$ cat config.mk
export PLATFORM = sky130hd
export DESIGN_NAME = mod_vector_seq
export DESIGN_NICKNAME = d
export VERILOG_FILES = /design/src/rtl/mod_vector_seq.sv
export SDC_FILE = /design/constraint.sdc
export NUM_CORES = 2
export LEC_CHECK = 0
export CORE_AREA = 5 5 426 428
export CTS_CLUSTER_SIZE = 12
export DETAILED_ROUTE_END_ITERATION = 10
export DIE_AREA = 0 0 431 433
export PLACE_DENSITY = 0.6
export SETUP_SLACK_MARGIN = 0.4
export SYNTH_ARGS = -nofsm -noshare
export SYNTH_HDL_FRONTEND = slang
export SYNTH_SLANG_ARGS = --single-unit
$ cat constraint.sdc
create_clock -name clk -period 60 [get_ports clk]
set_input_delay 15 -clock clk [delete_from_list [all_inputs] [get_ports clk]]
set_output_delay 15 -clock clk [all_outputs]
set_load 0.01 [all_outputs]
$ cat src/rtl/mod_vector_seq.sv
// ============================================================================
// Module   : mod_vector_seq
// Purpose  : Sequential per-lane modular reducer. Accepts a vector of N
//            signed or unsigned double-width products plus a runtime modulus
//            q and reduces every lane to its canonical residue in [0, q).
//            The reduction uses a restoring shift-subtract engine that works
//            on P lanes per chunk and resolves BPC quotient bits per cycle.
// Revision : 1.0 - initial release
// ----------------------------------------------------------------------------
// Ports
//   clk          clock, rising edge
//   rst          asynchronous active-high reset
//   in_valid     transaction offered
//   in_ready     block can accept (IDLE only)
//   in_vec       N lanes of WW bits, lane i at [i*WW +: WW]
//   q_in         modulus, sampled on accept
//   signed_mode  1: lanes are two's complement, 0: unsigned
//   out_valid    result held (DONE)
//   out_ready    consumer takes result
//   out_vec      N residues of W bits, lane i at [i*W +: W]
//   err          qualified by out_valid; 1 when q was zero
// ============================================================================
`default_nettype none

`ifndef N_SLOTS
`define N_SLOTS 8
`endif
`ifndef RNS_PRIME_BITS
`define RNS_PRIME_BITS 16
`endif

module mod_vector_seq #(
  parameter int N   = `N_SLOTS,
  parameter int W   = `RNS_PRIME_BITS,
  parameter int WW  = 2 * `RNS_PRIME_BITS,
  parameter int P   = 4,
  parameter int BPC = 4
) (
  input  logic            clk,
  input  logic            rst,
  input  logic            in_valid,
  output logic            in_ready,
  input  logic [N*WW-1:0] in_vec,
  input  logic [W-1:0]    q_in,
  input  logic            signed_mode,
  output logic            out_valid,
  input  logic            out_ready,
  output logic [N*W-1:0]  out_vec,
  output logic            err
);

  // One extra bit so the magnitude of the most negative signed lane fits.
  localparam int WWP    = WW + 1;
  localparam int STEPS  = (WWP + BPC - 1) / BPC;
  localparam int CHUNKS = N / P;
  localparam int CW     = (CHUNKS > 1) ? $clog2(CHUNKS) : 1;
  localparam int SW     = (STEPS > 1) ? $clog2(STEPS) : 1;

  typedef enum logic [1:0] {
    IDLE = 2'd0,
    BUSY = 2'd1,
    DONE = 2'd2
  } state_t;

  state_t           state;
  logic [CW-1:0]    chunk_r;
  logic [SW-1:0]    step_r;
  logic [N*WW-1:0]  vec_r;
  logic [W-1:0]     q_r;
  logic             smode_r;
  logic [WWP-1:0]   t_r   [P];
  logic             neg_r [P];

  logic [WWP:0]     lane_prep [P];
  logic [WWP-1:0]   t_cur     [P];
  logic             neg_cur   [P];
  logic [WWP-1:0]   t_next    [P];
  logic [W-1:0]     r_lane    [P];
  logic [W-1:0]     res       [P];

  // Extend a lane to WWP bits and split it into {sign, magnitude}.
  function automatic logic [WWP:0] prep(input logic [WW-1:0] lane,
                                        input logic sm);
    logic [WWP-1:0] ext;
    ext = sm ? {lane[WW-1], lane} : {1'b0, lane};
    prep = {ext[WWP-1], (ext[WWP-1] ? -ext : ext)};
  endfunction

  // BPC restoring iterations starting at bit position kt. The work is done
  // at WWP+W bits so q<<k keeps all of its bits for every k.
  function automatic logic [WWP-1:0] reduce(input logic [WWP-1:0] t,
                                            input logic [W-1:0]   q,
                                            input int             kt);
    logic [WWP+W-1:0] acc;
    logic [WWP+W-1:0] sub;
    acc = {{W{1'b0}}, t};
    for (int j = 0; j < BPC; j++) begin
      if (kt - j >= 0) begin
        sub = {{WWP{1'b0}}, q} << (kt - j);
        if (acc >= sub) acc = acc - sub;
      end
    end
    reduce = acc[WWP-1:0];
  endfunction

  // On the first step of a chunk the lanes are prepared straight from the
  // latched vector so no separate load cycle is spent.
  always_comb begin
    for (int p = 0; p < P; p++) begin
      lane_prep[p] = prep(vec_r[(int'(chunk_r) * P + p) * WW +: WW], smode_r);
      neg_cur[p]   = (step_r == '0) ? lane_prep[p][WWP] : neg_r[p];
      t_cur[p]     = (step_r == '0) ? lane_prep[p][WWP-1:0] : t_r[p];
      t_next[p]    = reduce(t_cur[p], q_r, WWP - 1 - int'(step_r) * BPC);
      r_lane[p]    = t_next[p][W-1:0];
      res[p]       = (neg_cur[p] && (r_lane[p] != '0)) ? (q_r - r_lane[p])
                                                       : r_lane[p];
    end
  end

  always_ff @(posedge clk or posedge rst) begin
    if (rst) begin
      state     <= IDLE;
      in_ready  <= 1'b1;
      out_valid <= 1'b0;
      err       <= 1'b0;
      out_vec   <= '0;
      chunk_r   <= '0;
      step_r    <= '0;
      vec_r     <= '0;
      q_r       <= '0;
      smode_r   <= 1'b0;
      for (int p = 0; p < P; p++) begin
        t_r[p]   <= '0;
        neg_r[p] <= 1'b0;
      end
    end else begin
      case (state)
        IDLE: begin
          if (in_valid) begin
            vec_r    <= in_vec;
            q_r      <= q_in;
            smode_r  <= signed_mode;
            out_vec  <= '0;
            chunk_r  <= '0;
            step_r   <= '0;
            in_ready <= 1'b0;
            if (q_in == '0) begin
              state     <= DONE;
              err       <= 1'b1;
              out_valid <= 1'b1;
            end else begin
              state <= BUSY;
              err   <= 1'b0;
            end
          end
        end

        BUSY: begin
          for (int p = 0; p < P; p++) begin
            t_r[p]   <= t_next[p];
            neg_r[p] <= neg_cur[p];
          end
          if (step_r == SW'(STEPS - 1)) begin
            for (int p = 0; p < P; p++) begin
              out_vec[(int'(chunk_r) * P + p) * W +: W] <= res[p];
            end
            step_r <= '0;
            if (chunk_r == CW'(CHUNKS - 1)) begin
              state     <= DONE;
              out_valid <= 1'b1;
            end else begin
              chunk_r <= chunk_r + 1'b1;
            end
          end else begin
            step_r <= step_r + 1'b1;
          end
        end

        DONE: begin
          if (out_ready) begin
            state     <= IDLE;
            out_valid <= 1'b0;
            in_ready  <= 1'b1;
          end
        end

        default: begin
          state     <= IDLE;
          in_ready  <= 1'b1;
          out_valid <= 1'b0;
        end
      endcase
    end
  end

endmodule

`default_nettype wire

After elaboration in Yosys (flattened, before gate mapping)
Index checks and enable logic that the tools add are counted.
Widths: inputs -> output; s select.
Cells by class
  $add $sub $neg: 37
  order comparisons: 20
  equality and inequality tests: 8
  shift operators: 16
  multiplexer cells: 81
  bitwise logic cells: 1
  reductions and logical operators: 18
Operator list (number)
  $mux 49: 24
  $shiftx 256x32->32: 3
  $mux 33: 20
  $ge 49x49->1: 12
  $bwmux 128: 4
  $shift 16x33->128 const A: 4
  $shiftx 16x33->128: 4
  $sub 49x49->49: 8
  $mux 128: 2
  $pmux 128 s2: 1
  $shiftx 256x9->32: 1
  $ge 33x49->1: 4
  $shl 16x32->49: 4
  $sub 33x49->49: 4
  $neg 33->33: 4
  $sub 33x33->33: 4
  $neg 8->33: 3
  $ge 32x1->1 const B: 3
  $mux 16: 4
  $reduce_bool 16->1: 4
  $sub 16x16->16: 4
  $neg 7->33: 1
  $logic_not 16->1: 1
  $sub 7x3->8 const B: 2
  other kinds (27): 56
Storage, ports and cells
  bits in registers: 547
  output and inout bits: 131

Depth between registers and ports, before layout
  depth in word-level cells: 27
  depth in mapped cells: 92
  depth with buffers taken out: 81

Worst setup path after synthesis
OpenSTA, ideal clock, no wires.
  kind: reg-to-reg
  start: reg step_r[0]
  end: reg out_vec[60]
  library setup time: 0.095 ns
  arrival: 17.940 ns
  required time: 59.905 ns
  slack: 41.965 ns
  stages on the path, launching flop included: 90
  path through: dfrtp_1 -> buf_2 -> buf_6 -> inv_1 -> clkbuf_1 -> ha_1 -> buf_4 -> clkbuf_1 -> nand2_1 -> buf_2 -> buf_2 -> buf_2 -> buf_2 -> buf_1 -> buf_1 -> clkbuf_1 -> clkbuf_1 -> nor2_1 -> [... 54 more ...] -> and4_1 -> o21ai_1 -> o211ai_1 -> and2_1 -> xnor2_1 -> ha_1 -> a31oi_1 -> maj3_1 -> a21oi_1 -> o31ai_1 -> nand3_1 -> maj3_1 -> a21oi_1 -> maj3_1 -> a21oi_1 -> xnor2_1 -> and2_1 -> o31ai_1
Between the ends
  longest elaborated chain between the ends: 24
  elaborated cells between the ends (all ways): 114
  those cells by class: add/sub (24); order compare (20); eq/ne (2); shift (8); mux (50); reduce/logical (10)
RTL lines
  start, declared: line 67  | logic [SW-1:0] step_r;
  start signal, assigned: line 175  | step_r <= step_r + 1'b1;
  branches (longest 24 deep; another with $sub 33x49->49)
  end signal, assigned by index: line 165  | out_vec[(int'(chunk_r) * P + p) * W +: W] <= res[p];
  end, declared: line 48  | output logic [N*W-1:0] out_vec,
Parallel ways; which one is timed is not known. The select of a mux whose other input is x is not followed.
A chain may end at the register's enable or synchronous reset.

Final worst setup path
  start: reg chunk_r
  end: reg out_vec[79]
Between the ends
  longest elaborated chain between the ends: 27
  elaborated cells between the ends (all ways): 125
  those cells by class: add/sub (31); order compare (16); shift (12); mux (58); reduce/logical (8)
RTL lines
  start, declared: line 66  | logic [CW-1:0] chunk_r;
  start signal, assigned: line 172  | chunk_r <= chunk_r + 1'b1;
  branches (longest 24 deep; another with $sub 33x49->49)
  $bwmux 128 *: line 165
  $mux 128 *: line 163  | if (step_r == SW'(STEPS - 1)) begin
  $pmux 128 s2 *: line 137  | case (state)
Every way passes the cells marked *. The select of a mux whose other input is x is not followed.

==> flow_summary.toml <==
[clock_tree]
cts-root-buf = "clkbuf_16"
cts-hold-fix-buffers = 0
cts_tree = "yes"
clockBufferDepth = 3
clk_pin_slew_worst_paths_ns = 0.06
cts_max_level = 3
cts_setup_buffers = 0
ctsResizeCount = 0
cts_buffers = 69
clock-sinks = 547
clk_latency_ns = 0.70

[synth]
async_flop_share = 1.000
synth_cell_types = 113
ys_seq_area_frac = 0.1946
ys.flop_type = "dfrtp_1"
ys_ff_latch = 547
synth_edf_count = 0
netlist_area_um2 = 70360
syn_area_per_cell_um2 = 7.268
postSynthCellCount = 9681
yosys_warnings = 0

[die]
initial_utilization = 0.3965
ios = 408
die_w_um = 431
rows = 155
core-area_um2 = 177500
dieArea_um2 = 186600
die_h_um = 433

[detailed_routing]
dr.pass1.iters = 6
ant_nets = 0
routedWlPerCell_um = 26.67
wirelength_um = 330700
drt-initial-drc-count = 8484
dr_total_vias = 76170
drc = 0
viasPerCell = 6.144

[global_routing]
grt_max_degree = 154
grt_pass1_wl_um = 474600
antenna_found_initial = 29
grt_use_total = 0.3386
grt_overflow_total = 0
grt_pass1_vias = 70660

[worst_setup_path]
startpoint_type = "flop"
path_max_fanout = 153
crit_required_ns = 60.53
cp_slowest_cell = "o21ai_0"
cpPeakStageDelay_ns = 1.07
crit_path_end_kind = "flop"
crit_type = "reg -> reg"
arrival_ns = 22.91
cpMostUsedCell = "o21ai_0"

[timing]
final.period_utilization = 0.3729
timing.fmax_ghz = 0.04469
maxSlewHeadroom = 0.003068
fin_skew_ns = 0.07351
setup_viol = 0
maxSlewViolCount = 0
worst_pin_slew_ns = 1.485
hold_violations = 0
setup_tns_ns = 0
rsz0062_at_grt = "no"
finalWorstPathRequiredPeriod_ns = 22.38

[final_layout]
drive_gt1_frac = 0.05595
n_fill_cell = 18010
nets = 10990
syn_to_final_growth_pct = 13.64
final_util = 0.4506

[place]
gp_congestion = 1.052
hpwl_um = 260700
io_buffers = 407

[flow_run]
drv_cap = 1

[hold_path]
hp-class = "reg -> reg"

[status]
status = "finished with violations"
violations = "capacitance limit"
==> metal layers <==
metal  vias to the layer above  track usage  share of wire
li1                      35440            -              -
met1                     36230       0.4572           0.42
met2                      3769       0.5008           0.41
met3                       725      0.08145           0.10
met4                         8       0.1770          0.061
met5                         -            0        0.00015
==> path summary, 6_finish.rpt <==
check                        start           to  slack [ns]  cells after the start
max in group asynchronous      rst      t_r[96]       42.95                      4
min in group asynchronous      rst   vec_r[174]       14.81                      2
min                        t_r[52]      t_r[52]        0.47                      2
min reg2reg                t_r[52]      t_r[52]        0.47                      2
max reg2reg                chunk_r  out_vec[79]       37.62                     68
max                        chunk_r  out_vec[79]       37.62                     68
==> cell families (layout without fill, tap and decap cells) <==
| logic type | Yosys count | after routing | synth area share |
|---|---|---|---|
| and+or+nand+nor | 3623 | 3623 | 0.2276 |
| AOI/OAI and AO/OA | 3076 | 3076 | 0.2748 |
| adders and majority gates | 764 | 764 | 0.1354 |
| xor gates and xnor gates | 701 | 701 | 0.08747 |
| buffers and inverters | 690 | 1000 | 0.03859 |
| DFF | 547 | 547 | 0.1946 |
| muxes | 279 | 279 | 0.04140 |
| other | 1 | 52 | 0.00005330 |
==> cells in the mapped netlist, drive strengths merged, types with 115 or more instances <==
| cell | count | area, um^2 |
|---|---|---|
| a21o | 253 | 1899 |
| dfrtp | 546 | 13660 |
| a21oi | 901 | 4524 |
| nand3 | 152 | 760.7 |
| ha | 734 | 9184 |
| xnor2 | 429 | 3765 |
| clkbuf | 300 | 1126 |
| nor2 | 744 | 2808 |
| o21ai | 850 | 4273 |
| o21a | 135 | 1013 |
| nand2 | 1823 | 6843 |
| inv | 271 | 1017 |
| xor2 | 272 | 2390 |
| nor3 | 193 | 970.9 |
| nor2b | 119 | 744.5 |
| mux2i | 183 | 1832 |
| buf | 115 | 556.8 |
==> registers in the layout, indices dropped and copies added (netlist names) <==
name       count
chunk_r        1
err            1
in_ready       1
neg_r          4
out_valid      1
out_vec      128
q_r           16
smode_r        1
state          2
step_r         4
t_r          132
vec_r        256
==> placed cells by master (no fill, tap or decap), types with 135 or more instances in the layout <==
cell type | netlist | routed
a21oi_1 | 897 | 893
nand2_1 | 1823 | 1815
mux2i_1 | 183 | 183
xor2_1 | 271 | 271
xnor2_1 | 428 | 428
dfrtp_1 | 546 | 544
nor2_1 | 740 | 737
ha_1 | 734 | 734
buf_4 | 16 | 190
clkdlybuf4s50_1 | 0 | 407
nor3_1 | 192 | 191
a21o_1 | 253 | 253
o21a_1 | 135 | 135
inv_1 | 268 | 267
nand3_1 | 152 | 151
o21ai_0 | 812 | 811
==> final cells by class <==
class	count	area, um^2	share of cell area
Antenna cell	16	40.04	0.0005007
Multi-Input combinational cell	8479	54270	0.6788
Inverter	275	1040	0.01300
Tap cell	2355	2947	0.03685
Clock inverter	33	536.8	0.006713
Clock buffer	93	1887	0.02360
Sequential cell	547	13690	0.1713
Timing Repair Buffer	599	5540	0.06929
==> worst max-delay path: cells and delay by family, from the launching register on <==
family / cells / cell delay, ns
AO/OA/AOI/OAI: 38 / 11.49
flip-flops: 1 / 0.82
multiplexers: 3 / 1.34
AND/OR/NAND/NOR: 17 / 4.93
adder cells (fa/ha/maj): 4 / 1.53
XOR/XNOR: 3 / 0.63
buffers and inverters: 3 / 1.19
==> metrics by stage <==
stage                     area, um^2  hold slack [ns]  setup WS [ns]  cells
after floorplan                70490           0.4386          29.71   9716
after global placement         77490           0.4530          38.29  12260
after detailed placement       77490           0.4594          38.28  12260
after CTS                      79920           0.4753          38.12  12380
after global routing           79920           0.4880          36.39  12380
final                          79960           0.4709          37.62  12400
Power is not shown: default switching activity piles up to over one toggle a cycle in this logic, so the estimate is an artifact.
